### src/rtl/decode_stage.sv
// RV32I decode stage: sits between fetch and execute, turns one raw
// instruction per handshake into register indices, a sign-extended immediate
// and control flags, and holds the result in an output register until execute
// takes it. A writeback redirect kills both the held and the incoming bundle.
module decode_stage #(
    parameter int XLEN      = 32,
    parameter int REG_IDX_W = 5
) (
    input  logic                 clk,
    input  logic                 rst,
    input  logic                 ifetch_decode_valid,
    input  logic [XLEN-1:0]      ifetch_decode_pc,
    input  logic [XLEN-1:0]      ifetch_decode_instruction,
    output logic                 decode_ifetch_ready,
    output logic                 decode_execute_valid,
    input  logic                 execute_decode_ready,
    output logic [XLEN-1:0]      decode_execute_pc,
    output logic [REG_IDX_W-1:0] decode_execute_rs1,
    output logic [REG_IDX_W-1:0] decode_execute_rs2,
    output logic [REG_IDX_W-1:0] decode_execute_rd,
    output logic [XLEN-1:0]      decode_execute_imm,
    output logic [2:0]           decode_execute_funct3,
    output logic [3:0]           decode_execute_alu_op,
    output logic [8:0]           decode_execute_ctrl,
    input  logic                 writeback_decode_flush
);

    localparam logic [6:0] OPC_LUI    = 7'b0110111;
    localparam logic [6:0] OPC_AUIPC  = 7'b0010111;
    localparam logic [6:0] OPC_JAL    = 7'b1101111;
    localparam logic [6:0] OPC_JALR   = 7'b1100111;
    localparam logic [6:0] OPC_BRANCH = 7'b1100011;
    localparam logic [6:0] OPC_LOAD   = 7'b0000011;
    localparam logic [6:0] OPC_STORE  = 7'b0100011;
    localparam logic [6:0] OPC_OP_IMM = 7'b0010011;
    localparam logic [6:0] OPC_OP     = 7'b0110011;

    // Field extraction from the offered instruction
    logic [XLEN-1:0] instr_s;
    logic [6:0]      opcode_s;
    logic [2:0]      funct3_s;
    logic [6:0]      funct7_s;

    // Immediate candidates, one per encoding format
    logic [XLEN-1:0] imm_i_s;
    logic [XLEN-1:0] imm_s_s;
    logic [XLEN-1:0] imm_b_s;
    logic [XLEN-1:0] imm_u_s;
    logic [XLEN-1:0] imm_j_s;

    // Raw decode results before illegal-instruction suppression
    logic            illegal_s;
    logic            reg_write_s;
    logic            mem_read_s;
    logic            mem_write_s;
    logic            branch_s;
    logic            jal_s;
    logic            jalr_s;
    logic            lui_s;
    logic            auipc_s;
    logic            alu_sel_s;
    logic            alt_s;
    logic [XLEN-1:0] imm_raw_s;

    // Final bundle presented to the output register
    logic [8:0]           ctrl_s;
    logic [REG_IDX_W-1:0] rd_s;
    logic [XLEN-1:0]      imm_s;
    logic [3:0]           alu_op_s;

    // Handshake
    logic ready_s;
    logic load_s;

    // Output register state
    logic                 valid_q,  valid_d;
    logic [XLEN-1:0]      pc_q,     pc_d;
    logic [REG_IDX_W-1:0] rs1_q,    rs1_d;
    logic [REG_IDX_W-1:0] rs2_q,    rs2_d;
    logic [REG_IDX_W-1:0] rd_q,     rd_d;
    logic [XLEN-1:0]      imm_q,    imm_d;
    logic [2:0]           funct3_q, funct3_d;
    logic [3:0]           alu_op_q, alu_op_d;
    logic [8:0]           ctrl_q,   ctrl_d;

    assign instr_s  = ifetch_decode_instruction;
    assign opcode_s = instr_s[6:0];
    assign funct3_s = instr_s[14:12];
    assign funct7_s = instr_s[31:25];

    // All formats sign-extend from bit 31; B and J always have bit0 clear.
    assign imm_i_s = {{(XLEN-12){instr_s[31]}}, instr_s[31:20]};
    assign imm_s_s = {{(XLEN-12){instr_s[31]}}, instr_s[31:25], instr_s[11:7]};
    assign imm_b_s = {{(XLEN-13){instr_s[31]}}, instr_s[31], instr_s[7],
                      instr_s[30:25], instr_s[11:8], 1'b0};
    assign imm_u_s = {{(XLEN-32){instr_s[31]}}, instr_s[31:12], 12'h000};
    assign imm_j_s = {{(XLEN-21){instr_s[31]}}, instr_s[31], instr_s[19:12],
                      instr_s[20], instr_s[30:21], 1'b0};

    // Classify the opcode, pick its immediate format and flag illegal encodings.
    always_comb begin
        illegal_s   = 1'b0;
        reg_write_s = 1'b0;
        mem_read_s  = 1'b0;
        mem_write_s = 1'b0;
        branch_s    = 1'b0;
        jal_s       = 1'b0;
        jalr_s      = 1'b0;
        lui_s       = 1'b0;
        auipc_s     = 1'b0;
        alu_sel_s   = 1'b0;
        alt_s       = 1'b0;
        imm_raw_s   = '0;
        if (instr_s[1:0] != 2'b11) begin
            illegal_s = 1'b1;
        end else begin
            case (opcode_s)
                OPC_LUI: begin
                    reg_write_s = 1'b1;
                    lui_s       = 1'b1;
                    imm_raw_s   = imm_u_s;
                end
                OPC_AUIPC: begin
                    reg_write_s = 1'b1;
                    auipc_s     = 1'b1;
                    imm_raw_s   = imm_u_s;
                end
                OPC_JAL: begin
                    reg_write_s = 1'b1;
                    jal_s       = 1'b1;
                    imm_raw_s   = imm_j_s;
                end
                OPC_JALR: begin
                    reg_write_s = 1'b1;
                    jalr_s      = 1'b1;
                    imm_raw_s   = imm_i_s;
                    illegal_s   = (funct3_s != 3'b000);
                end
                OPC_BRANCH: begin
                    branch_s  = 1'b1;
                    imm_raw_s = imm_b_s;
                    illegal_s = (funct3_s == 3'b010) || (funct3_s == 3'b011);
                end
                OPC_LOAD: begin
                    reg_write_s = 1'b1;
                    mem_read_s  = 1'b1;
                    imm_raw_s   = imm_i_s;
                    illegal_s   = (funct3_s == 3'b011) || (funct3_s == 3'b110) ||
                                  (funct3_s == 3'b111);
                end
                OPC_STORE: begin
                    mem_write_s = 1'b1;
                    imm_raw_s   = imm_s_s;
                    illegal_s   = (funct3_s > 3'b010);
                end
                OPC_OP_IMM: begin
                    reg_write_s = 1'b1;
                    alu_sel_s   = 1'b1;
                    imm_raw_s   = imm_i_s;
                    case (funct3_s)
                        3'b001: begin
                            illegal_s = (funct7_s != 7'h00);
                        end
                        3'b101: begin
                            illegal_s = (funct7_s != 7'h00) && (funct7_s != 7'h20);
                            alt_s     = instr_s[30];
                        end
                        default: begin
                            illegal_s = 1'b0;
                        end
                    endcase
                end
                OPC_OP: begin
                    reg_write_s = 1'b1;
                    alu_sel_s   = 1'b1;
                    alt_s       = instr_s[30];
                    if (funct7_s == 7'h00) begin
                        illegal_s = 1'b0;
                    end else if (funct7_s == 7'h20) begin
                        illegal_s = !((funct3_s == 3'b000) || (funct3_s == 3'b101));
                    end else begin
                        illegal_s = 1'b1;
                    end
                end
                default: begin
                    illegal_s = 1'b1;
                end
            endcase
        end
    end

    // An illegal instruction carries only the trap flag: no writes, no immediate, ADD op.
    always_comb begin
        if (illegal_s) begin
            ctrl_s   = 9'h100;
            rd_s     = '0;
            imm_s    = '0;
            alu_op_s = 4'b0000;
        end else begin
            ctrl_s   = {1'b0, auipc_s, lui_s, jalr_s, jal_s, branch_s,
                        mem_write_s, mem_read_s, reg_write_s};
            rd_s     = reg_write_s ? instr_s[11:7] : '0;
            imm_s    = imm_raw_s;
            alu_op_s = alu_sel_s ? {alt_s, funct3_s} : 4'b0000;
        end
    end

    // The slot accepts when empty or being drained; a redirect swallows the offer.
    always_comb begin
        ready_s = !valid_q || execute_decode_ready;
        load_s  = ifetch_decode_valid && ready_s && !writeback_decode_flush;
        if (writeback_decode_flush) begin
            valid_d = 1'b0;
        end else if (load_s) begin
            valid_d = 1'b1;
        end else if (execute_decode_ready) begin
            valid_d = 1'b0;
        end else begin
            valid_d = valid_q;
        end
    end

    // Bundle payload only changes on load, so a stalled bundle stays bit-stable.
    always_comb begin
        if (load_s) begin
            pc_d     = ifetch_decode_pc;
            rs1_d    = instr_s[19:15];
            rs2_d    = instr_s[24:20];
            rd_d     = rd_s;
            imm_d    = imm_s;
            funct3_d = funct3_s;
            alu_op_d = alu_op_s;
            ctrl_d   = ctrl_s;
        end else begin
            pc_d     = pc_q;
            rs1_d    = rs1_q;
            rs2_d    = rs2_q;
            rd_d     = rd_q;
            imm_d    = imm_q;
            funct3_d = funct3_q;
            alu_op_d = alu_op_q;
            ctrl_d   = ctrl_q;
        end
    end

    // Output register toward execute; asynchronous reset clears the whole bundle.
    always_ff @(posedge clk or negedge rst) begin
        if (!rst) begin
            valid_q  <= 1'b0;
            pc_q     <= '0;
            rs1_q    <= '0;
            rs2_q    <= '0;
            rd_q     <= '0;
            imm_q    <= '0;
            funct3_q <= 3'b000;
            alu_op_q <= 4'b0000;
            ctrl_q   <= 9'h000;
        end else begin
            valid_q  <= valid_d;
            pc_q     <= pc_d;
            rs1_q    <= rs1_d;
            rs2_q    <= rs2_d;
            rd_q     <= rd_d;
            imm_q    <= imm_d;
            funct3_q <= funct3_d;
            alu_op_q <= alu_op_d;
            ctrl_q   <= ctrl_d;
        end
    end

    assign decode_ifetch_ready   = ready_s;
    assign decode_execute_valid  = valid_q;
    assign decode_execute_pc     = pc_q;
    assign decode_execute_rs1    = rs1_q;
    assign decode_execute_rs2    = rs2_q;
    assign decode_execute_rd     = rd_q;
    assign decode_execute_imm    = imm_q;
    assign decode_execute_funct3 = funct3_q;
    assign decode_execute_alu_op = alu_op_q;
    assign decode_execute_ctrl   = ctrl_q;

endmodule

### config.mk
export PLATFORM = sky130hd
export DESIGN_NAME = decode_stage
export DESIGN_NICKNAME = d
export VERILOG_FILES = /design/src/rtl/decode_stage.sv
export SDC_FILE = /design/constraint.sdc
export NUM_CORES = 1
export LEC_CHECK = 0
export CORE_ASPECT_RATIO = 0.75
export CORE_MARGIN = 8
export CORE_UTILIZATION = 44
export DETAILED_ROUTE_END_ITERATION = 6
export GPL_TIMING_DRIVEN = 0
export HOLD_SLACK_MARGIN = 0.05
export PLACE_DENSITY = 0.92
export SYNTH_ARGS = -nofsm -noshare
export SYNTH_HDL_FRONTEND = slang
export SYNTH_SLANG_ARGS = --single-unit
### constraint.sdc
create_clock -name clk -period 1.7 [get_ports clk]
set_input_delay 0.34 -clock clk [delete_from_list [all_inputs] [get_ports clk]]
set_output_delay 0.34 -clock clk [all_outputs]
set_load 0.02 [all_outputs]
* Word level (Yosys, flattened, before mapping)
Cells that the tools add are included.
** Operators by class
- Shift operators :: 0
- Equality and inequality tests :: 18
- Div/mod/pow operators :: 0
- Multipliers :: 0
- Bitwise operators :: 0
- Order comparisons :: 1
- Multiplexer cells :: 37
- Reductions and logical operators :: 21
- Add/sub/neg operators :: 0
** Operators by type and width (number)
- case mux 32 bit (5 select lines) :: 1
- 2-to-1 mux 32 bit :: 2
- == test 7 x 6 -> 1 bit, second input constant :: 4
- 2-to-1 mux 1 bit :: 26
- == test 7 bit, second input constant :: 3
- == test 7 x 5 -> 1 bit, second input constant :: 2
- 2-to-1 mux 5 bit :: 2
- == test 3 bit, second input constant :: 3
- 2-to-1 mux 9 bit :: 1
- 2-to-1 mux 4 bit :: 2
- == test 7 x 2 -> 1 bit, second input constant :: 1
- zero test 7 bit :: 1
- != test 7 x 6 -> 1 bit, second input constant :: 1
- case mux 1 bit (7 select lines) :: 1
- nonzero test 7 bit :: 1
- OR reduction 7 bit :: 1
- == test 3 x 2 -> 1 bit, second input constant :: 2
- nonzero test 3 bit :: 2
- OR reduction 3 bit :: 2
- logical OR 1 bit :: 5
- case mux 1 bit (2 select lines) :: 2
- OR reduction 2 bit :: 2
- == test 3 x 1 -> 1 bit, second input constant :: 1
- > comparator 3 x 2 -> 1 bit, second input constant :: 1
- 4 further kinds :: 8
** Word-level totals
- Latch bits :: 0
- Word-level logic and storage cells :: 86
- Bits in writable memories :: 0
- Output and inout bits :: 97
- Register bits after elaboration :: 96
- Memories kept :: 0
- Bits in read-only memories :: 0

* Logic depth before layout (Yosys ltp)
Gate-level depths: netlist of the first run.
- Depth after elaboration :: 8
- Mapped depth :: 8
- Gate-level depth less buffers :: 5

* Worst setup path before layout of the first run
No wires, ideal clock.
- Kind :: input port to flip-flop
- Start :: in ifetch_decode_instruction[4]
- End :: reg rd_q[0], in the netlist decode_execute_rd[0]
- Stages :: 8
- Setup slack :: -185 ps
- Setup time :: 74 ps
- Required time :: 1626 ps
- Arrival time :: 1810 ps
- Cells stage by stage :: buf_6 > nand2b_1 > a221o_1 > a221oi_4 > o211ai_2 > buf_6 > buf_6 > o21ai_2
** Between the ends
- Longest elaborated chain between the ends :: 6
** Ends and longest elaborated chain
- start: declaration :: line 13 : input logic [XLEN-1:0] ifetch_decode_instruction,
- == test 7 x 6 -> 1 bit (tied with other cells) :: line 117 : case (opcode_s)
- OR reduction 7 bit (no line)
- 2-to-1 mux 1 bit :: line 117
- 2-to-1 mux 1 bit :: line 114 : if (instr_s[1:0] != 2'b11) begin
- 2-to-1 mux 5 bit :: line 202 : rd_s = reg_write_s ? instr_s[11:7] : '0;
- 2-to-1 mux 5 bit (*) :: line 194 : if (illegal_s) begin
- end signal: assignment :: line 263 : rd_q <= rd_d;
- end: declaration :: line 80 : logic [REG_IDX_W-1:0] rd_q, rd_d;
Mark *: on every way between the ends. The rest lies on a longest branch, timed or not.
A chain may end at the register's enable or synchronous reset.

* Worst setup path in the final report of the first run
- Start :: reg valid_q, in the netlist decode_execute_valid
- End :: reg imm_q[26], in the netlist decode_execute_imm[26]
** Between the ends
- Longest elaborated chain between the ends :: 4
** Ends and longest elaborated chain
- start: declaration :: line 76 : logic valid_q, valid_d;
- start signal: assignment :: line 259 : valid_q <= valid_d;
- zero test 1 bit :: line 210 : ready_s = !valid_q || execute_decode_ready;
- logical OR 1 bit :: line 210
- logical AND 1 bit (2 in a row) :: line 211 : load_s = ifetch_decode_valid && ready_s && !writeback_decode_flush;
- end signal: assignment :: line 264 : imm_q <= imm_d;
- end: declaration :: line 81 : logic [XLEN-1:0] imm_q, imm_d;
No other way between the ends.

==> impl_metrics.env, run 1 <==
export IMPL_coreArea_um2=9542
export IMPL_start_kind="flop"
export IMPL_dp_cells=672
export IMPL_ys_seq_elements=96
export IMPL_period_minus_slack_ns=1.735
export IMPL_antenna_found_initial=0
export IMPL_drive_gt1_share_pct=25.09
export IMPL_yosysSeqAreaShare_pct=56.27
export IMPL_wl_per_cell_um=20.12
export IMPL_io_pins=166
export IMPL_synth_fp_nets=447
export IMPL_worstPathMaxFanout=10
export IMPL_tightest_slew_ns=0.5560
export IMPL_clock_latency_ns=0.34
export IMPL_ys_flop_type="dfrtp_1"
export IMPL_drc=0
export IMPL_via_per_inst=5.626
export IMPL_die_width_um=129.7
export IMPL_avgSynthCellArea_um2=11.29
export IMPL_synth_edff_count=0
export IMPL_grt_max_degree=56
export IMPL_initial_utilization_pct=44.74
export IMPL_cp_end_kind="flop"
export IMPL_num_rows=31
export IMPL_max_freq_mhz=576.3
export IMPL_numCtsBuffers=9
export IMPL_setup_viol=16
export IMPL_gp_congestion=0.9530
export IMPL_cts_buffer_depth=2
export IMPL_root_buffer="clkbuf_16"
export IMPL_ys_warnings_count=0
export IMPL_drv_cap=0
export IMPL_rsz0062_at_grt="yes"
export IMPL_fp_dieH_um=101.3
export IMPL_dieArea_um2=13140
export IMPL_timing_final_crit_share_pct=102.1
export IMPL_path_class="reg2reg"
export IMPL_first_pass_iters=5
export IMPL_dpl_cell_area_um2=6106
export IMPL_syn_area_um2=4269
export IMPL_p_leak_nw=3.065
export IMPL_cts_clk_slew_worst_paths_ns=0.07
export IMPL_ys_async_sr_fraction_pct=100.0
export IMPL_vdd_drop_max_mv=0.6600
export IMPL_grt_overflow=0
export IMPL_tritoncts="built"
export IMPL_syn2layout_area_growth_pct=57.83
export IMPL_critPathArrivalTime_ns=1.99
export IMPL_vias=3910
export IMPL_dpl_hpwl_um=10500
export IMPL_clock_sinks=96
export IMPL_portBuffers=161
export IMPL_min_path_type="in2reg"
export IMPL_power_density_nw_per_um2=908.8
export IMPL_wirelength_um=13980
export IMPL_skew_ns=0.006930
export IMPL_max_slew_margin_pct=62.93
export IMPL_cp_data_required_time_ns=1.95
export IMPL_violations="negative setup slack"
export IMPL_grt_pass1_wl_um=21380
export IMPL_finalMaxSlewViolations=0
export IMPL_status="finished, violations left"
export IMPL_utilization_pct=70.61
export IMPL_stdcell_area_um2=6738
export IMPL_synth_cell_types=49
export IMPL_nets=628
export IMPL_timing_setup_tns_ns=-0.2696
export IMPL_htree_levels=3
export IMPL_finalHoldViolCount=0
export IMPL_final_antenna_net_count=0
export IMPL_finalNonFillerCells=695
export IMPL_worst_slack_ns=-0.03512
export IMPL_syn_inst=378
export IMPL_grtUsageTotal_pct=21.14
export IMPL_drt_iter0_drc=264
export IMPL_grt_pass1_vias=4073
-- synth_stat cells, drive strengths merged (2+ instances only) --
cell type	instances	area share, %
nand2	64	5.6
o22ai	2	0.29
o211ai	3	0.64
a32o	2	0.47
a22o	2	0.41
nor2	11	0.97
nand3	14	1.8
clkbuf	20	1.8
and3	3	0.44
nand2b	6	0.88
nor2b	2	0.29
and2	2	0.29
buf	7	1.4
o21ai	31	4.5
a21oi	23	2.7
a21boi	2	0.35
dfrtp	96	56
o31ai	17	4.2
a22oi	4	0.70
inv	3	0.26
mux2	44	12
-- critical path, cell delays in order (launching register included) --
cell	delay, ns
dfrtp_1	0.41
nand2b_4	0.09
nand4b_1	0.21
a221oi_4	0.34
o211ai_2	0.18
clkbuf_4	0.22
o21ai_1	0.20
-- per-stage QoR --
step	total power [mW]	hold slack [ns]	setup slack (ns)
after floorplan	3.154	0.04441	-0.08593
after global placement	3.829	0.4624	-3.126
after detailed placement	3.883	0.3592	-0.9765
after CTS	6.171	0.2385	-0.01988
after global routing	6.346	0.2550	-0.08858
final	6.123	0.2519	-0.03512
-- path summary, 6_finish.rpt --
kind                                              start                      to  slack, ns  cells past startpoint
hold / removal             ifetch_decode_instruction[4]  decode_execute_ctrl[1]       0.25                      2
setup reg to reg                   decode_execute_valid  decode_execute_imm[26]      -0.04                      6
max in group asynchronous                           rst   decode_execute_pc[25]       0.51                      3
setup / recovery                   decode_execute_valid  decode_execute_imm[26]      -0.04                      6
hold reg to reg                  decode_execute_imm[31]  decode_execute_imm[31]       0.48                      2
min in group asynchronous                           rst  decode_execute_ctrl[0]       0.54                      2
-- per-layer routing --
layer  wire, µm  up-vias  track usage, %
li1           -     1704               -
met1       5483     1953           24.79
met2       6633      213           34.21
met3       1422       40           8.048
met4        444        0           8.986
met5          0        -               0
-- flip-flops by register name, indices dropped and copies added (netlist names) --
register	cells
decode_execute_alu_op	4
decode_execute_ctrl	9
decode_execute_funct3	3
decode_execute_imm	32
decode_execute_pc	32
decode_execute_rd	5
decode_execute_rs1	5
decode_execute_rs2	5
decode_execute_valid	1
-- layout make-up --
type                    instances  area, µm²
clock inverters                 5      106.4
plain buffers                  26      195.2
clock buffers                   9      225.2
fillers                       684       2804
inverters                       3      11.26
multi-input cells             252       1862
repair buffers                171       1768
diodes                          1      2.502
flip-flops and latches         96       2402
well taps                     132      165.2
-- cell families (layout without fill, tap and decap cells) --
| logic type | count (synthesis) | after routing | synth area share (%) |
|---|---|---|---|
| AOI/OAI and AO/OA | 95 | 95 | 16.44 |
| and+or+nand+nor | 111 | 111 | 11.84 |
| muxes | 45 | 45 | 11.84 |
| buffers and inverters | 30 | 214 | 3.400 |
| other | 0 | 1 | 0 |
| DFF | 96 | 96 | 56.27 |
| xor gates and xnor gates | 1 | 1 | 0.2052 |
-- timing repair --
item	CTS	global route
resized for setup	60	48
endpoints found under the setup margin	70	74
endpoints found under the hold margin	41	0
buffers inserted	5	2
pin swaps	15	5
hold buffers	1	0
gates cloned	2	0
-- power by group --
part / internal [mW] / switching (mW)
clock: 1.43 / 0.847
combinational: 0.645 / 0.638
sequential: 2.47 / 0.0953
total: 4.54 / 1.58
-- placed cells by master (no fill, tap or decap), drive strengths merged, types with 2 or more instances in the layout --
master,Yosys,routed
clkdlybuf4s50,0,117
dfrtp,96,96
nand2,64,64
mux2,44,44
o21ai,31,31
clkbuf,20,27
dlymetal6s2s,0,25
a21oi,23,23
buf,7,19
o31ai,17,17
dlygate4sd2,0,15
nand3,14,14
nor2,11,11
nand2b,6,6
a22oi,4,4
inv,3,4
and3,3,3
bufinv,0,3
o211ai,3,3
a32o,2,2
a22o,2,2
clkdlybuf4s15,0,2
and2,2,2
nor2b,2,2
o22ai,2,2
a21boi,2,2
Note: power is estimated with default switching activity, not from simulation.
==> run 2, diff against run 1 <==
Settings changed: ABC_CLOCK_PERIOD_IN_PS set to 1700.
==> results of run 2 <==
Same layout as run 1: the final DEF is identical, and so are final timing and power.
==> run 3, diff against run 2 <==
Settings changed: CELL_PAD_IN_SITES_DETAIL_PLACEMENT set to 0, CELL_PAD_IN_SITES_GLOBAL_PLACEMENT set to 1, CORE_UTILIZATION 44 to 33, PLACE_DENSITY 0.92 to 0.91.
==> run 3 against run 2 <==
Net effect:
- the flow still finishes with violations (negative setup slack)
- via count fell by 5.3%
- die area rose by 28%
- sequential share of layout area fell by 1.1 points
- non-clock buffer count rose by 7
- clock skew rose by 0.0021 ns
- clock power barely moved
- sequential cell count did not move
- maximum frequency rose by 1.8%
- critical path type is now in2reg
- critical endpoint is now decode_execute_imm[11]
- largest cell class unchanged
- highest routed layer unchanged
==> impl_metrics.env, run 3 (synthesis results as in run 1) <==
export IMPL_status="finished, violations left"
export IMPL_violations="negative setup slack"
export IMPL_final_antenna_net_count=0
export IMPL_root_buffer="clkbuf_16"
export IMPL_num_rows=36
export IMPL_cp_end_kind="flop"
export IMPL_antenna_found_initial=0
export IMPL_start_kind="primary input"
export IMPL_max_freq_mhz=587.0
export IMPL_rsz0062_at_grt="yes"
export IMPL_initial_utilization_pct=33.37
export IMPL_r2r_start="decode_execute_valid"
export IMPL_dpl_cell_area_um2=6155
export IMPL_period_minus_slack_ns=1.704
export IMPL_vdd_drop_max_mv=0.5281
export IMPL_crit_family="buffers and inverters"
export IMPL_wirelength_um=14470
export IMPL_grt_overflow=0
export IMPL_fp_dieH_um=114.5
export IMPL_drv_cap=0
export IMPL_finalNonFillerCells=742
export IMPL_gp_congestion=0.9117
export IMPL_clock_sinks=96
export IMPL_dieArea_um2=16870
export IMPL_dpl_hpwl_um=10790
export IMPL_r2r_slack_ns=0.02
export IMPL_stdcell_area_um2=6943
export IMPL_fillers=1133
export IMPL_final_common_cell="dfrtp_1"
export IMPL_grt_pass1_wl_um=22000
export IMPL_timing_setup_tns_ns=-0.007973
export IMPL_dp_cells=711
export IMPL_clock_latency_ns=0.35
export IMPL_reg2reg_depth=7
export IMPL_path_class="in2reg"
export IMPL_slowest_stage="dlygate4sd2_1"
export IMPL_worstPathMaxFanout=10
export IMPL_grt_pass1_vias=3903
export IMPL_via_per_inst=4.989
export IMPL_nets=635
export IMPL_worst_slack_ns=-0.003678
export IMPL_cts_clk_slew_worst_paths_ns=0.07
export IMPL_numCtsBuffers=9
export IMPL_syn2layout_area_growth_pct=62.63
export IMPL_grt_max_degree=72
export IMPL_p_leak_nw=3.525
export IMPL_max_slew_margin_pct=58.33
export IMPL_min_delay_path_depth=2
export IMPL_finalMaxSlewViolations=0
export IMPL_cts_buffer_depth=2
export IMPL_coreArea_um2=12790
export IMPL_cp_depth=7
export IMPL_min_path_type="in2reg"
export IMPL_critPathArrivalTime_ns=1.94
export IMPL_drc=0
export IMPL_vias=3702
export IMPL_first_pass_iters=5
export IMPL_skew_ns=0.009020
export IMPL_htree_levels=3
export IMPL_grtUsageTotal_pct=16.88
export IMPL_worstHoldEndpoint="decode_execute_ctrl[1]"
export IMPL_max_stage_delay_ns=0.34
export IMPL_cp_data_required_time_ns=1.93
export IMPL_drt_iter0_drc=303
export IMPL_finalHoldViolCount=0
export IMPL_portBuffers=161
export IMPL_final_cell_mix="dfrtp_1, clkdlybuf4s50_1, nand2_1"
export IMPL_min_from="ifetch_decode_instruction[4]"
export IMPL_timing_final_crit_share_pct=100.2
export IMPL_rr_endpoint="decode_execute_imm[24]"
export IMPL_io_pins=166
export IMPL_n_antenna_cell=0
export IMPL_tightest_slew_ns=0.6250
export IMPL_setup_viol=3
export IMPL_tritoncts="built"
export IMPL_path_cells="dlygate4sd2_1, nand2b_1, a31oi_2, o22ai_2, nor2_2, buf_4, o31ai_1"
export IMPL_drive_gt1_share_pct=25.57
export IMPL_die_width_um=147.3
export IMPL_power_density_nw_per_um2=881.3
export IMPL_cp_num_buf_inv=2
export IMPL_wl_per_cell_um=19.50
## run 3: metrics by stage
step	hold slack (ns)	utilization, %	setup WS [ns]	power (mW)
global route	0.2367	54.27	-0.04971	6.386
detailed placement	0.2913	48.11	-0.9418	3.877
floorplan	0.04441	-	-0.08593	3.154
CTS	0.2386	52.56	-0.01393	6.209
finish	0.2463	54.27	-0.003678	6.119
global placement	0.4650	47.92	-3.284	3.832
## run 3: worst max-delay path by stage
stage                                  startpoint  slack, ns                  endpoint
finish              ifetch_decode_instruction[13]     -0.004    decode_execute_imm[11]
global route                 decode_execute_valid      -0.05    decode_execute_imm[15]
CTS                          decode_execute_valid      -0.01  decode_execute_alu_op[2]
detailed placement   ifetch_decode_instruction[6]      -0.94    decode_execute_imm[10]
global placement                              rst      -3.28     decode_execute_pc[14]
floorplan            ifetch_decode_instruction[4]      -0.09      decode_execute_rd[0]
## run 3: final cells by class
cell class	count	area [µm²]	share of cell area [%]
clock inverter	6	96.34	1.388
tap	171	214.0	3.082
timing repair buffer	178	1873	26.98
multi-input combinational	252	1908	27.48
sequential	96	2402	34.60
buffer	26	198.9	2.865
inverter	3	11.26	0.1622
clock buffer	10	239.0	3.442
## run 3: layer usage
layer	wire, µm	track usage (%)
met5	0	0
met4	226	4.472
met3	969	5.608
met2	7246	28.14
met1	6029	20.61
## run 3: power by group
| group | internal, mW | total (mW) | switching, mW |
|---|---|---|---|
| Sequential | 2.47 | 2.56 | 0.0887 |
| Combinational | 0.655 | 1.29 | 0.633 |
| Clock | 1.35 | 2.27 | 0.922 |
## run 3: timing repair
item,in CTS,in global routing
endpoints found under the hold margin,25,0
cloned,2,1
setup buffers,13,1
hold buffers,1,0
setup endpoints to repair,106,73
gates resized for setup,77,64
pin swaps,13,6
